### src/rtl/mux_types_pkg.sv
// Shared mux-select and pipeline-state types.
//   rfInMux : register-file write-data source select
//   memst_t : EX/MEM data-memory handshake state, exported so the hazard unit
//             and benches can decode it
package mux_types_pkg;

  typedef enum logic [1:0] {
    RfAlu  = 2'd0,
    RfLoad = 2'd1,
    RfNpc  = 2'd2,
    RfLui  = 2'd3
  } rfInMux;

  typedef enum logic [1:0] {
    IDLE = 2'd0,  // no request outstanding
    WAIT = 2'd1,  // request outstanding, waiting for dhit
    DONE = 2'd2   // request completed while the stage was held
  } memst_t;

endpackage

### src/rtl/dmem_req_fsm.sv
// Data-memory request handshake for the EX/MEM register.
// Decides, every cycle, whether the register bank captures, loads a bubble or
// holds, and drives the memory request / stall lines.
// Ports:
//   clk_i, rst_i          clock, synchronous active-high reset
//   halt_i                sticky halt from the register bank (freezes contents)
//   en_i, flush_i         advance / bubble requests from the hazard unit
//   req_i                 incoming instruction accesses memory (dREN_i|dWEN_i)
//   dhit_i                memory completion
//   dren_q_i, dwen_q_i    latched request type of the current instruction
//   capture_o, bubble_o   register-bank load controls
//   dREN_o, dWEN_o        memory requests
//   stall_o               memory-wait stall (combinational on dhit_i)
//   state_o               current handshake state
module dmem_req_fsm
  import mux_types_pkg::*;
(
  input  logic   clk_i,
  input  logic   rst_i,
  input  logic   halt_i,
  input  logic   en_i,
  input  logic   flush_i,
  input  logic   req_i,
  input  logic   dhit_i,
  input  logic   dren_q_i,
  input  logic   dwen_q_i,
  output logic   capture_o,
  output logic   bubble_o,
  output logic   dREN_o,
  output logic   dWEN_o,
  output logic   stall_o,
  output memst_t state_o
);

  memst_t state_q, state_d;
  logic   flush_pend_q, flush_pend_d;
  logic   wait_st, load, flush_any;

  always_comb begin
    wait_st   = (state_q == WAIT);
    // The stage may only change contents when no transaction is in flight,
    // or on the edge where the outstanding one completes.
    load      = !wait_st || dhit_i;
    flush_any = flush_i || flush_pend_q;
    bubble_o  = load && !halt_i && flush_any;
    capture_o = load && !halt_i && !flush_any && en_i;

    state_d      = state_q;
    flush_pend_d = flush_pend_q;
    if (!load) begin
      // Transaction never aborted: remember the flush for the dhit edge.
      flush_pend_d = flush_pend_q || flush_i;
    end else begin
      flush_pend_d = 1'b0;
      if (bubble_o) begin
        state_d = IDLE;
      end else if (capture_o) begin
        state_d = req_i ? WAIT : IDLE;
      end else if (wait_st) begin
        // Completed while held (or halted): never re-issue.
        state_d = DONE;
      end
    end
  end

  always_ff @(posedge clk_i) begin
    if (rst_i) begin
      state_q      <= IDLE;
      flush_pend_q <= 1'b0;
    end else begin
      state_q      <= state_d;
      flush_pend_q <= flush_pend_d;
    end
  end

  assign dREN_o  = wait_st && dren_q_i;
  assign dWEN_o  = wait_st && dwen_q_i;
  assign stall_o = wait_st && !dhit_i;
  assign state_o = state_q;

endmodule

### src/rtl/ex_mem_pipe.sv
// EX/MEM pipeline register of the 5-stage MIPS core.
// Latches the ALU result, store data and writeback controls, owns the
// data-memory request handshake and makes halt sticky.
// Ports:
//   CLK, RST                       clock, synchronous active-high reset
//   en_i, flush_i                  advance enable / bubble insert
//   instr_i, npc_i, aluout_i       instruction, PC+4, ALU result
//   rdat2_i                        store data
//   wsel_i, rfInSel_i, rfWEN_i     writeback controls
//   dREN_i, dWEN_i, halt_i         memory / halt controls
//   dhit_i                         data memory completion
//   instr_o, npc_o, aluout_o       registered copies
//   dmemaddr_o, dmemstore_o        memory address / store data
//   dREN_o, dWEN_o                 memory requests (held until dhit)
//   wsel_o, rfInSel_o, rfWEN_o     registered writeback controls
//   halt_o                         sticky halt
//   stall_o                        memory-wait stall to hazard unit
module ex_mem_pipe
  import mux_types_pkg::*;
#(
  parameter int unsigned WORD_W   = 32,
  parameter int unsigned REGSEL_W = 5
) (
  input  logic                CLK,
  input  logic                RST,
  input  logic                en_i,
  input  logic                flush_i,
  input  logic [WORD_W-1:0]   instr_i,
  input  logic [WORD_W-1:0]   npc_i,
  input  logic [WORD_W-1:0]   aluout_i,
  input  logic [WORD_W-1:0]   rdat2_i,
  input  logic [REGSEL_W-1:0] wsel_i,
  input  rfInMux              rfInSel_i,
  input  logic                rfWEN_i,
  input  logic                dREN_i,
  input  logic                dWEN_i,
  input  logic                halt_i,
  input  logic                dhit_i,
  output logic [WORD_W-1:0]   instr_o,
  output logic [WORD_W-1:0]   npc_o,
  output logic [WORD_W-1:0]   aluout_o,
  output logic [WORD_W-1:0]   dmemaddr_o,
  output logic [WORD_W-1:0]   dmemstore_o,
  output logic                dREN_o,
  output logic                dWEN_o,
  output logic [REGSEL_W-1:0] wsel_o,
  output rfInMux              rfInSel_o,
  output logic                rfWEN_o,
  output logic                halt_o,
  output logic                stall_o
);

  logic [WORD_W-1:0]   instr_q, npc_q, aluout_q, store_q;
  logic [REGSEL_W-1:0] wsel_q;
  rfInMux              rfinsel_q;
  logic                rfwen_q, dren_q, dwen_q, halt_q;
  logic                capture, bubble;
  memst_t              memst;

  dmem_req_fsm u_req_fsm (
    .clk_i     (CLK),
    .rst_i     (RST),
    .halt_i    (halt_q),
    .en_i      (en_i),
    .flush_i   (flush_i),
    .req_i     (dREN_i | dWEN_i),
    .dhit_i    (dhit_i),
    .dren_q_i  (dren_q),
    .dwen_q_i  (dwen_q),
    .capture_o (capture),
    .bubble_o  (bubble),
    .dREN_o    (dREN_o),
    .dWEN_o    (dWEN_o),
    .stall_o   (stall_o),
    .state_o   (memst)
  );

  // Halt never clears except by reset: the FSM masks capture/bubble while
  // halt_q is set, so the whole bank freezes with it.
  always_ff @(posedge CLK) begin
    if (RST || bubble) begin
      instr_q   <= '0;
      npc_q     <= '0;
      aluout_q  <= '0;
      store_q   <= '0;
      wsel_q    <= '0;
      rfinsel_q <= rfInMux'(2'd0);
      rfwen_q   <= 1'b0;
      dren_q    <= 1'b0;
      dwen_q    <= 1'b0;
      halt_q    <= 1'b0;
    end else if (capture) begin
      instr_q   <= instr_i;
      npc_q     <= npc_i;
      aluout_q  <= aluout_i;
      store_q   <= rdat2_i;
      wsel_q    <= wsel_i;
      rfinsel_q <= rfInSel_i;
      rfwen_q   <= rfWEN_i;
      dren_q    <= dREN_i;
      dwen_q    <= dWEN_i;
      halt_q    <= halt_i;
    end
  end

  assign instr_o     = instr_q;
  assign npc_o       = npc_q;
  assign aluout_o    = aluout_q;
  assign dmemaddr_o  = aluout_q;
  assign dmemstore_o = store_q;
  assign wsel_o      = wsel_q;
  assign rfInSel_o   = rfinsel_q;
  assign rfWEN_o     = rfwen_q;
  assign halt_o      = halt_q;

  // State is exported for the hazard unit through the package type only.
  logic unused_memst;
  assign unused_memst = ^memst;

endmodule

### config.mk
export PLATFORM = sky130hd
export DESIGN_NAME = ex_mem_pipe
export DESIGN_NICKNAME = d
export VERILOG_FILES = /design/src/rtl/mux_types_pkg.sv /design/src/rtl/dmem_req_fsm.sv /design/src/rtl/ex_mem_pipe.sv
export SDC_FILE = /design/constraint.sdc
export NUM_CORES = 1
export LEC_CHECK = 0
export ABC_AREA = 1
export CELL_PAD_IN_SITES_DETAIL_PLACEMENT = 1
export CELL_PAD_IN_SITES_GLOBAL_PLACEMENT = 1
export CORE_UTILIZATION = 27
export DETAILED_ROUTE_END_ITERATION = 10
export PLACE_DENSITY = 0.85
export SLEW_MARGIN = 5
export SYNTH_ARGS = -nofsm -noshare
export SYNTH_HDL_FRONTEND = slang
export SYNTH_SLANG_ARGS = --single-unit
### constraint.sdc
create_clock -name CLK -period 1.3 [get_ports CLK]
set_input_delay 0.26 -clock CLK [delete_from_list [all_inputs] [get_ports CLK]]
set_output_delay 0.26 -clock CLK [all_outputs]
set_load 0.02 [all_outputs]
---- Word-level counts from Yosys, hierarchy flattened ----
Cells that the tools add are included.
word-level totals
  register bits ........................... 142
  word-level logic and storage cells ...... 35
  output and inout port bits .............. 172
  input bits .............................. 144
cells by class
  bitwise logic cells ..................... 1
  muxes and demuxes ....................... 4
  equal/unequal tests ..................... 1
  reductions and logical operators ........ 17
operator list
  kind                                                             count
  1-bit logical AND                                                7
  2-bit 2-to-1 mux                                                 3
  1-bit logical NOT                                                4
  1-bit logical OR                                                 3
  3-bit nonzero test                                               1
  2-bit by 1-bit == test with 1-bit output, second input constant  1
  2-bit AND reduction                                              1
  2-bit OR reduction                                               1
  1-bit 2-to-1 mux                                                 1
  1-bit bitwise OR                                                 1

---- Depth between registers and ports, before layout ----
Gate-level depths: netlist of the first run.
  word-level depth ........................ 8
  depth in mapped cells ................... 8
  mapped depth without buffers ............ 6

---- Modules after synthesis ----
A second synthesis of the first run with hierarchy kept.
second synthesis, totals
  cells, all modules ...................... 947
  area, all modules ....................... 6,294.8 sq um
by module, submodules not included
  module        area each (sq um)  seq. area each (sq um)  times used  cells an instance
  ex_mem_pipe   6,052.1            2,782.7                 1           914
  dmem_req_fsm  242.7              60.1                    1           33

---- Worst setup path after synthesis of the first run ----
No wires, ideal clock.
  path type ............................... flip-flop to flip-flop
  start point ............................. register halt_q, in the netlist halt_o
  end point ............................... register npc_q[10], in the netlist npc_o[10]
  library setup time ...................... 0.119 ns
  arrival ................................. 1.170 ns
  cell stages (with the launch flop) ...... 7
  path buffers ............................ 2
  period minus slack after synthesis ...... 1.289 ns
  slack ................................... 0.011 ns
  data required time ...................... 1.181 ns
  cell sequence ........................... dfxtp_1 > inv_1 > nand2_2 > o21ai_4 > buf_6 > buf_4 > a21oi_1
on the way
  cells in the longest elaborated chain, start to end .. 4
  elaborated cells between the ends (all ways) .. 6
  classes of those cells .................. reduce/logical (6)
RTL lines
  item                                                          line                                    text
  start: declaration                                            ex_mem_pipe.sv:56                       logic rfwen_q, dren_q, dwen_q, halt_q;
  start signal: assignment                                      ex_mem_pipe.sv:102                      halt_q <= halt_i;
  1-bit logical NOT (*)                                         dmem_req_fsm.sv:45, dmem_req_fsm.sv:46
  1-bit logical AND (*)                                         dmem_req_fsm.sv:45, dmem_req_fsm.sv:46
  1-bit logical AND (on tied branches)                          dmem_req_fsm.sv:46, dmem_req_fsm.sv:45
  1-bit logical AND / 1-bit logical OR (equally long branches)  dmem_req_fsm.sv:46, ex_mem_pipe.sv:81
  end signal: assignment                                        ex_mem_pipe.sv:94                       npc_q <= npc_i;
  end: declaration                                              ex_mem_pipe.sv:53                       logic [WORD_W-1:0] instr_q, npc_q, aluout_q, store_q;
Every way passes the cells marked *; elsewhere a longest branch is shown, timed or not.
A chain may end at the register's enable or synchronous reset.

---- Final worst setup path of the first run ----
  start point ............................. register u_req_fsm.state_q[0], in the netlist u_req_fsm.state_o[0]
  end point ............................... register aluout_q[24], in the netlist aluout_o[24]
on the way
  cells in the longest elaborated chain, start to end .. 6
  elaborated cells between the ends (all ways) .. 8
  classes of those cells .................. eq/ne (1); reduce/logical (7)
RTL lines
  item                                                          line                                    text
  start: declaration                                            dmem_req_fsm.sv:35                      memst_t state_q, state_d;
  start signal: assignment                                      dmem_req_fsm.sv:71                      state_q <= state_d;
  2-bit by 1-bit == test with 1-bit output (*)                  dmem_req_fsm.sv:40                      wait_st = (state_q == WAIT);
  1-bit logical NOT (*)                                         dmem_req_fsm.sv:43                      load = !wait_st || dhit_i;
  1-bit logical OR (*)                                          dmem_req_fsm.sv:43
  1-bit logical AND (*)                                         dmem_req_fsm.sv:45, dmem_req_fsm.sv:46
  1-bit logical AND (on tied branches)                          dmem_req_fsm.sv:46, dmem_req_fsm.sv:45
  1-bit logical AND / 1-bit logical OR (equally long branches)  dmem_req_fsm.sv:46, ex_mem_pipe.sv:81
  end signal: assignment                                        ex_mem_pipe.sv:95                       aluout_q <= aluout_i;
  end: declaration                                              ex_mem_pipe.sv:53
Marked as above.

==> metrics.txt, run 1 <==
drt wl/cell=19.90 um; YS warnings=0; layer carrying the most global-route usage=met2; clock buffer depth=2; CTS tree=yes; Syn Nets=826; WHS Endpoint=instr_o[15]$_SDFFE_PP0P_; hold crit path type=in2reg; first-pass GRT wire length=34.34 mm; Max Slew Vio Count=0; EDFF count, synth=0; top cells by area, synth=dfxtp_1, nand3_1, a21oi_1; nets=1150; Synth Instances=682; R2R depth=9; most numerous cell in the Yosys netlist=dfxtp_1; dominant synthesized flop cell=dfxtp_1; Layout area overhead=73.95%; commonest cells in the netlist=dfxtp_1, nand3_1, nand2_1; Synth top area share=50.02%; final global-route overflow total=0; hold_sp=instr_i[15]; starting density of the core=27.82%; synth unique cells=21; Max-cap violations=0; met2 usage=37.29%; leak pwr=0.004122 uW; post-synthesis cell area=5683 um^2; CP Max Fanout=5; row cnt=52; Critical Path AT=1880 ps; # hold bufs at CTS=0; Finished Cell Area=9886 um^2; vias per inst=4.901; HPWL Detailed=15.07 mm; via count=6318; CP required=1640 ps; setup violators final=143; Avg Cell Area, Syn=8.333 um^2; DIE HEIGHT=147.1 um; Port-buffer cells=315; Max transition margin=83.38%; RD Place Congestion=0.8017; final hold vios=0; GR Layer Usage met3=5.621%; full die area=21630 um^2; Post-synth ARST share=0%; DRC errors left=0; clk sink count=142; WS Path Type=reg2reg; worst hold path depth=3; Slew @ Worst Pin=248.4 ps; post-route setup slack=-240.6 ps; sequential area share after synthesis=50.02%; Fmax=0.6491 GHz; Overall Power=11500 uW; reg2reg start=u_req_fsm.state_o[0]$_SDFFE_PP0P_; gr usage total=20.41%; peak supply drop=0.0007614 V; IO Pins=316; outcome=complete, but fails checks; failing checks=negative setup slack; Yosys reg bits=142; reg2reg end=aluout_o[24]$_SDFFE_PP0P_; Iteration-0 DRC Markers=221; largest net degree at the start of global routing=44; layout cells sized above 1=36.05%; Worst-path clk slew=70 ps; core area=20430 um^2; vias in the first global route=6213; Setup crit end kind=register; RSZ-0062 raised after global routing=yes; R2R setup slack=-240 ps; critical path startpoint category=register; remaining antenna violation count=0; Area after DPL=9000 um^2; routed wire length=25.65 mm; GR Layer Usage met1=22.27%; root buf cell=clkbuf_16; H-tree lvl count=4; initial antenna violation count=1; final worst path period need=1541 ps; Synth area leader=dfxtp_1; Die Span X=147.1 um; share of the clock period used by the worst path=118.5%; WHS=418.9 ps; skew final=12.96 ps; Pre-antenna DRT Iters=6; PwrDens=1163 nW/um^2; TritonCTS buffer count=17; Clock Latency Late Sink=410 ps
[stage by stage]
step	worst slack [ps]	utilization, %	setup TNS, ps	std cells
6_report	-240.6	48.39	-24810	1289
5_1_grt	-325.9	48.39	-32570	1289
4_1_cts	-191.0	46.78	-23810	1263
3_5_place_dp	-601.8	44.05	-73730	1216
3_3_place_gp	-537.2	44.05	-64690	1216
2_1_floorplan	10.50	-	0	682
[logic make-up after synthesis]
family,synth area share (%)
and+or+nand+nor,23.69
DFF,50.02
AOI/OAI and AO/OA,13.36
buffers and inverters,12.92
[critical path, stage by stage (launching register included)]
cell       delay, ps
dfxtp_2          340
buf_6            110
nand3b_4         110
buf_6            140
nand3_4          120
buf_12           140
buf_12           130
clkbuf_16        150
nand2_1           60
a21oi_1          150
[flip-flops by register name, indices dropped and copies added (netlist names)]
signal	cells
u_req_fsm.flush_pend_q	1
dwen_q	1
wsel_o	5
npc_o	32
aluout_o	32
dmemstore_o	32
halt_o	1
instr_o	32
rfInSel_o	2
dren_q	1
rfWEN_o	1
u_req_fsm.state_o	2
[cell usage in the layout, fill, tap and decap left out, types with 6 or more instances in the layout]
cell type,instances
a21oi_1,106
a21oi_2,35
buf_12,20
buf_16,10
buf_2,161
buf_4,23
buf_6,17
clkbuf_16,30
clkdlybuf4s15_2,6
clkdlybuf4s50_1,143
dfxtp_1,140
inv_1,8
nand2_1,107
nand2_2,25
nand2_4,10
nand3_1,139
[routing by layer]
layer  vias to the layer above  routed length, um
met3                        42               1543
met4                         0                565
li1                       2924                  -
met1                      3087               9697
met5                         -                  0
met2                       265              13850
[worst max-delay path by stage]
stage	startpoint	endpoint	slack [ps]
after floorplan	halt_o$_SDFFE_PP0P_	npc_o[10]$_SDFFE_PP0P_	10
after global placement	dhit_i	stall_o	-540
after detailed placement	dhit_i	npc_o[11]$_SDFFE_PP0P_	-600
after CTS	u_req_fsm.state_o[0]$_SDFFE_PP0P_	dREN_o	-190
after global routing	u_req_fsm.state_o[0]$_SDFFE_PP0P_	aluout_o[24]$_SDFFE_PP0P_	-330
final	u_req_fsm.state_o[0]$_SDFFE_PP0P_	aluout_o[24]$_SDFFE_PP0P_	-240
[timing repair]
action / CTS / global route
setup endpoints to repair: 311 / 210
pin swaps: 3 / 28
resized for setup: 649 / 153
gates cloned: 6 / 17
setup buffers: 10 / 11
[layout make-up]
class / count / area, um^2
Clock buffer: 19 / 432.9
Tap cell: 270 / 337.8
Timing Repair Buffer: 397 / 3730
Sequential cell: 142 / 2845
Fill cell: 2441 / 10540
Multi-Input combinational cell: 436 / 2344
Antenna cell: 1 / 2.502
Clock inverter: 12 / 136.4
Inverter: 12 / 57.56
[report_power, final]
group          switching (uW)  leakage, uW  internal, uW
Clock                    2020     0.000271          2840
Combinational            1010      0.00270          1090
Sequential               74.5      0.00115          4470
Total                    3110      0.00412          8400
(Power assumes the default switching activity.)
==> run 2: changes to the inputs <==
--- a/config.mk
+++ b/config.mk
@@ -6,11 +6,11 @@
 export NUM_CORES = 1
 export LEC_CHECK = 0
 export ABC_AREA = 1
-export CELL_PAD_IN_SITES_DETAIL_PLACEMENT = 1
-export CELL_PAD_IN_SITES_GLOBAL_PLACEMENT = 1
-export CORE_UTILIZATION = 27
+export CELL_PAD_IN_SITES_DETAIL_PLACEMENT = 2
+export CELL_PAD_IN_SITES_GLOBAL_PLACEMENT = 2
+export CORE_UTILIZATION = 20
 export DETAILED_ROUTE_END_ITERATION = 10
-export PLACE_DENSITY = 0.85
+export PLACE_DENSITY = 0.83
 export SLEW_MARGIN = 5
 export SYNTH_ARGS = -nofsm -noshare
 export SYNTH_HDL_FRONTEND = slang
==> run 2 against run 1 <==
Effect of this change:
- the flow still finishes with violations (negative setup slack)
- power grew 4.9%
- count of clock-buffer cells in the layout stayed put
- hold slack worse by 6.7 ps
- setup slack better by 61 ps
- highest routed layer unchanged
==> metrics.txt, run 2 (same netlist as run 1, synthesis figures left out) <==
setup TNS=-19740 ps (+5067 ps); root buf cell=clkbuf_16; peak supply drop=0.0008251 V (+8.4%); crit-path cells=inv_2, nand2_2, nor2_4, nand3_4, buf_12, buf_12, nand2_1, a21oi_1; vias in the first global route=6769 (+8.9%); vias per inst=4.492 (-8.4%); HPWL Detailed=17.81 mm (+18%); remaining antenna violation count=0 (unchanged); P_sw=3258 uW (+4.9%); hold_sp=instr_i[5]; CTS tree=yes; slowest stage delay, CP=330 ps (about the same); IO Pins=316 (unchanged); most frequent cells in the layout=buf_2, clkdlybuf4s50_1, nand3_1; reg2reg end=aluout_o[21]$_SDFFE_PP0P_; critical path startpoint category=register; WHS Endpoint=instr_o[5]$_SDFFE_PP0P_; Ant. Diodes=0 (-1); Worst-path clk slew=70 ps (about the same); core area=27860 um^2 (+36%); most common cell after layout, fill and taps aside=buf_2; Port-buffer cells=315 (unchanged); RSZ-0062 raised after global routing=yes; failing checks=negative setup slack; final worst path period need=1480 ps (-61.03 ps); Die Span X=170.6 um (+16%); row cnt=61 (+17%); H-tree lvl count=4 (unchanged); final hold vios=0 (unchanged); Slew @ Worst Pin=282.7 ps (+34.31 ps); layout cells sized above 1=45.12% (+9.1 points); Pre-antenna DRT Iters=4 (-2); Critical Path AT=1780 ps (-100 ps); TritonCTS buffer count=17 (unchanged); DRC errors left=0 (unchanged); full die area=29090 um^2 (+34%); post-route setup slack=-179.6 ps (+61.03 ps); number of fillers in the final layout=3050 (+25%); R2R depth=8 (-1); WS Path Type=reg2reg; via count=6257 (-0.97%); R2R setup slack=-180 ps (+60 ps); Fmax=0.6759 GHz (+4.1%); initial antenna violation count=0 (-1); starting density of the core=20.40% (-7.4 points); outcome=complete, but fails checks; Sw Ratio=27.01% (about the same); worst hold path depth=3 (unchanged); final global-route overflow total=0 (unchanged); gr usage total=17.32% (-3.1 points); share of the clock period used by the worst path=113.8% (-4.7 points); sequential share of power=37.9% (-1.6 points); CP required=1600 ps (-40 ps); PwrDens=1175 nW/um^2 (+0.96%); DIE HEIGHT=170.6 um (+16%); routed wire length=28.87 mm (+13%); Layout area overhead=80.74%; CP most frequent cell=buf_12; first-pass GRT wire length=38.15 mm (+11%); Setup crit end kind=register; nets=1147 (-0.26%); CP Max Fanout=7 (+2); largest net degree at the start of global routing=50 (+14%); Pint=8806 uW (+4.9%); Max Slew Vio Count=0 (unchanged); RD Place Congestion=0.7396 (-7.7%); Max transition margin=81.15% (-2.2 points); setup violators final=143 (unchanged); crit path max-delay cell type=dfxtp_2; combinational share of power=17.7% (-0.6 points); Max-cap violations=0 (unchanged); leak pwr=0.004231 uW (+2.6%); # hold bufs at CTS=0 (unchanged); hold crit path type=in2reg; Clock power frac=44.4% (+2.2 points); clock buffer depth=2 (unchanged); drt wl/cell=20.73 um (+4.2%); clk sink count=142 (unchanged); Core Util, Final=36.87% (-12 points); Iteration-0 DRC Markers=192 (-13%); reg2reg start=u_req_fsm.flush_pend_q$_SDFF_PP0_; Clock Latency Late Sink=420 ps (about the same); skew final=9.640 ps (-3.322 ps)
## run 2: changes by cell type in the layout (fill, tap and decap cells not counted), moves of 5 or more
cell	change
nand2_1	-47
a21oi_1	-33
a21oi_2	+33
nand2_4	+29
nand2_2	+19
dfxtp_1	-10
dfxtp_2	+10
buf_2	+6
clkdlybuf4s15_2	-6
buf_4	+5
## run 2: metal layers
| layer | GRT usage (%) | share of wire, % |
|---|---|---|
| met1 | 18.56 | 40 |
| met2 | 31.64 | 51 |
| met3 | 5.505 | 6.4 |
| met4 | 6.189 | 2.0 |
| met5 | 0 | 0 |
## run 2: worst max path at each step
stage | start | endpoint | cells past startpoint
after floorplan | halt_o$_SDFFE_PP0P_ | npc_o[10]$_SDFFE_PP0P_ | 6
after global placement | dhit_i | stall_o | 4
after detailed placement | dhit_i | aluout_o[29]$_SDFFE_PP0P_ | 8
after CTS | u_req_fsm.state_o[0]$_SDFFE_PP0P_ | dWEN_o | 5
after global routing | u_req_fsm.state_o[0]$_SDFFE_PP0P_ | aluout_o[21]$_SDFFE_PP0P_ | 8
final | u_req_fsm.flush_pend_q$_SDFF_PP0_ | aluout_o[21]$_SDFFE_PP0P_ | 8
## run 2: what timing repair did
action | in CTS | in global routing
hold endpoints to repair | 0 | 0
resized for setup | 723 | 191
buffers inserted | 8 | 6
setup endpoints to repair | 312 | 158
gates cloned | 3 | 14
pin swaps | 21 | 41
## run 2: per-stage QoR
stage          area, um^2  cells  power (uW)  setup WS [ps]  hold slack, ps
6_report            10270   1393       12060         -179.6           412.2
5_1_grt             10270   1393       12560         -287.4           398.2
4_1_cts              9379   1375       11880         -197.3           388.9
3_5_place_dp         9215   1333        6446         -558.4           456.2
3_3_place_gp         9215   1333        6397         -506.2           447.6
2_1_floorplan        5683    682        5436          10.50           329.1
## run 2: critical path: cells and delay by family, from the launching register on
| kind | cells | cell delay [ps] |
|---|---|---|
| simple gates | 4 | 510 |
| buf+inv | 3 | 420 |
| flops | 1 | 330 |
| compound gates | 1 | 70 |
## run 2: power groups by stage
| stage | combinational, uW | clock, uW | sequential [uW] |
|---|---|---|---|
| 3_5_place_dp | 1800 | 0 | 4640 |
| 2_1_floorplan | 663 | 0 | 4770 |
| 5_1_grt | 2260 | 5730 | 4580 |
| 4_1_cts | 1810 | 5520 | 4540 |
| 6_report | 2140 | 5360 | 4570 |
| 3_3_place_gp | 1760 | 0 | 4630 |
## run 2: cell type report
| type | count | area [um^2] | area share (%) |
|---|---|---|---|
| multi-input combinational | 436 | 2721 | 26.50 |
| timing repair buffer | 394 | 3538 | 34.45 |
| inverter | 12 | 50.05 | 0.4873 |
| clock inverter | 12 | 187.7 | 1.827 |
| tap | 378 | 473.0 | 4.605 |
| clock buffer | 19 | 442.9 | 4.312 |
| sequential | 142 | 2858 | 27.82 |
==> run 3: changes to the inputs <==
--- a/config.mk
+++ b/config.mk
@@ -8,6 +8,7 @@
 export ABC_AREA = 1
 export CELL_PAD_IN_SITES_DETAIL_PLACEMENT = 2
 export CELL_PAD_IN_SITES_GLOBAL_PLACEMENT = 2
+export CORE_MARGIN = 1.5
 export CORE_UTILIZATION = 20
 export DETAILED_ROUTE_END_ITERATION = 10
 export PLACE_DENSITY = 0.83
==> run 3 against run 2 <==
Effect of this change:
- the flow still finishes with violations (negative setup slack)
- critical endpoint is now aluout_o[29]$_SDFFE_PP0P_
- sequential share of layout area is 2.2 points lower
- final cell count is 2.4% higher
- sequential cell count stayed put
- global-route usage is 1.7 points higher
- combinational power is 18% higher
- die area is 1.2% higher
==> metrics.txt, run 3 (same netlist as run 1, synthesis figures left out) <==
first-pass GRT wire length=41.97 mm (+10%); drt wl/cell=21.96 um (+5.9%); Worst-path clk slew=70 ps (about the same); sequential share of power=38.0% (about the same); Overall Power=11970 uW (-0.79%); # hold bufs at CTS=0 (unchanged); Clock power frac=40.9% (-3.5 points); P_sw=3481 uW (+6.8%); H-tree lvl count=4 (unchanged); nets=1178 (+2.7%); vias in the first global route=7021 (+3.7%); combinational share of power=21.1% (+3.4 points); Layout area overhead=96.04%; remaining antenna violation count=0 (unchanged); Setup crit end kind=register; final hold vios=0 (unchanged); clock buffer depth=2 (unchanged); RSZ-0062 raised after global routing=yes; peak supply drop=0.0006724 V (-19%); final worst path period need=1490 ps (+10.19 ps); Iteration-0 DRC Markers=164 (-15%); gr usage total=19.00% (+1.7 points); setup violators final=144 (+0.70%); HPWL Detailed=18.28 mm (+2.6%); Fmax=0.6712 GHz (-0.68%); Max Slew Vio Count=0 (unchanged); CP Max Fanout=7 (unchanged); IO Pins=316 (unchanged); via count=6486 (+3.7%); Port-buffer cells=315 (unchanged); failing checks=negative setup slack; RD Place Congestion=0.7382 (-0.19%); layout cells sized above 1=50.91% (+5.8 points); most frequent cells in the layout=buf_2, clkdlybuf4s50_1, dfxtp_1; Clock Latency Late Sink=410 ps (about the same); row cnt=61 (unchanged); starting density of the core=20.40% (unchanged); Area after DPL=9298 um^2 (+0.90%); Die Span X=171.6 um (+0.59%); routed wire length=31.31 mm (+8.4%); Core Util, Final=39.99% (+3.1 points); CTS tree=yes; leak pwr=0.004409 uW (+4.2%); Post-Place Setup Slack=-593.2 ps (-34.76 ps); DRC errors left=0 (unchanged); Max-cap violations=0 (unchanged); Slew @ Worst Pin=225.8 ps (-56.86 ps); clk sink count=142 (unchanged); WS Path Type=reg2reg; root buf cell=clkbuf_16; full die area=29430 um^2 (+1.2%); core area=27860 um^2 (unchanged); largest net degree at the start of global routing=41 (-18%); Pre-antenna DRT Iters=4 (unchanged); skew final=11.73 ps (+2.088 ps); share of the clock period used by the worst path=114.6% (+0.78 points); critical path startpoint category=register; DIE HEIGHT=171.6 um (+0.59%); Critical Path AT=1790 ps (about the same); vias per inst=4.548 (+1.3%); most common cell after layout, fill and taps aside=buf_2; TritonCTS buffer count=17 (unchanged); final global-route overflow total=0 (unchanged); Max transition margin=84.95% (+3.8 points); hold crit path type=in2reg; PwrDens=1074 nW/um^2 (-8.5%); Pint=8489 uW (-3.6%); CP required=1600 ps (about the same); number of fillers in the final layout=2947 (-3.4%); initial antenna violation count=1 (+1); outcome=complete, but fails checks; Finished Cell Area=11140 um^2 (+8.5%); post-route setup slack=-189.8 ps (-10.19 ps); setup TNS=-16700 ps (+3037 ps); Sw Ratio=29.08% (+2.1 points)
==> run 3: cell count changes in the layout (fill, tap and decap cells not counted), sizes merged <==
cell / change
buf: +32
bufinv: -3
inv: +3
clkbuf: -2
clkdlybuf4s15: +1
clkdlybuf4s50: -1
clkinv: +1
diode: +1
dlymetal6s2s: +1
==> run 3: cell type report <==
| type | instances | area (um^2) | share of cell area, % |
|---|---|---|---|
| Antenna cell | 1 | 2.502 | 0.02246 |
| Clock buffer | 19 | 442.9 | 3.976 |
| Clock inverter | 13 | 128.9 | 1.157 |
| Inverter | 12 | 47.55 | 0.4268 |
| Multi-Input combinational cell | 436 | 3037 | 27.26 |
| Sequential cell | 142 | 2855 | 25.63 |
| Tap cell | 378 | 473.0 | 4.245 |
| Timing Repair Buffer | 425 | 4154 | 37.29 |
==> run 3: path summary, 6_finish.rpt <==
check	start	slack [ps]	cells past startpoint	endpoint
setup / recovery	u_req_fsm.state_o[0]$_SDFFE_PP0P_	-190	8	aluout_o[29]$_SDFFE_PP0P_
hold / removal	npc_i[31]	410	3	npc_o[31]$_SDFFE_PP0P_
setup reg to reg	u_req_fsm.state_o[0]$_SDFFE_PP0P_	-190	8	aluout_o[29]$_SDFFE_PP0P_
hold reg to reg	npc_o[27]$_SDFFE_PP0P_	460	2	npc_o[27]$_SDFFE_PP0P_
==> run 3: power groups by stage <==
stage	Sequential [uW]	Combinational [uW]	Clock, uW
after floorplan	4770	663	0
after global placement	4640	1790	0
after detailed placement	4640	1830	0
after CTS	4540	2210	5030
after global routing	4560	2670	5230
final	4550	2530	4890
==> run 3: critical path, stage by stage, from the launching register on <==
cell       delay [ps]
dfxtp_2           330
buf_6             120
nand3b_4          120
nand2_4            80
o21ai_4           150
buf_6             160
buf_12            170
clkbuf_16         190
a21oi_1            50
==> run 3: stage by stage <==
step,cells,hold WS [ps]
after floorplan,682,329.1
after global placement,1342,447.9
after detailed placement,1342,458.2
after CTS,1413,388.0
after global routing,1426,405.7
final,1426,413.5
==> run 3: what timing repair did <==
item / 4_1_cts / 5_1_grt
endpoints found under the hold margin: 0 / 0
endpoints found under the setup margin: 311 / 181
resized for setup: 746 / 259
pin swaps: 11 / 24
gates cloned: 17 / 11
buffers inserted: 22 / 10
==> run 3: routing by layer <==
metal / up-vias / global-route usage, % / routed length [um]
met5: - / 0 / 0
met4: 0 / 5.416 / 818
met3: 43 / 5.085 / 2025
met2: 237 / 34.55 / 16150
met1: 3215 / 21.63 / 12320
li1: 2991 / - / -
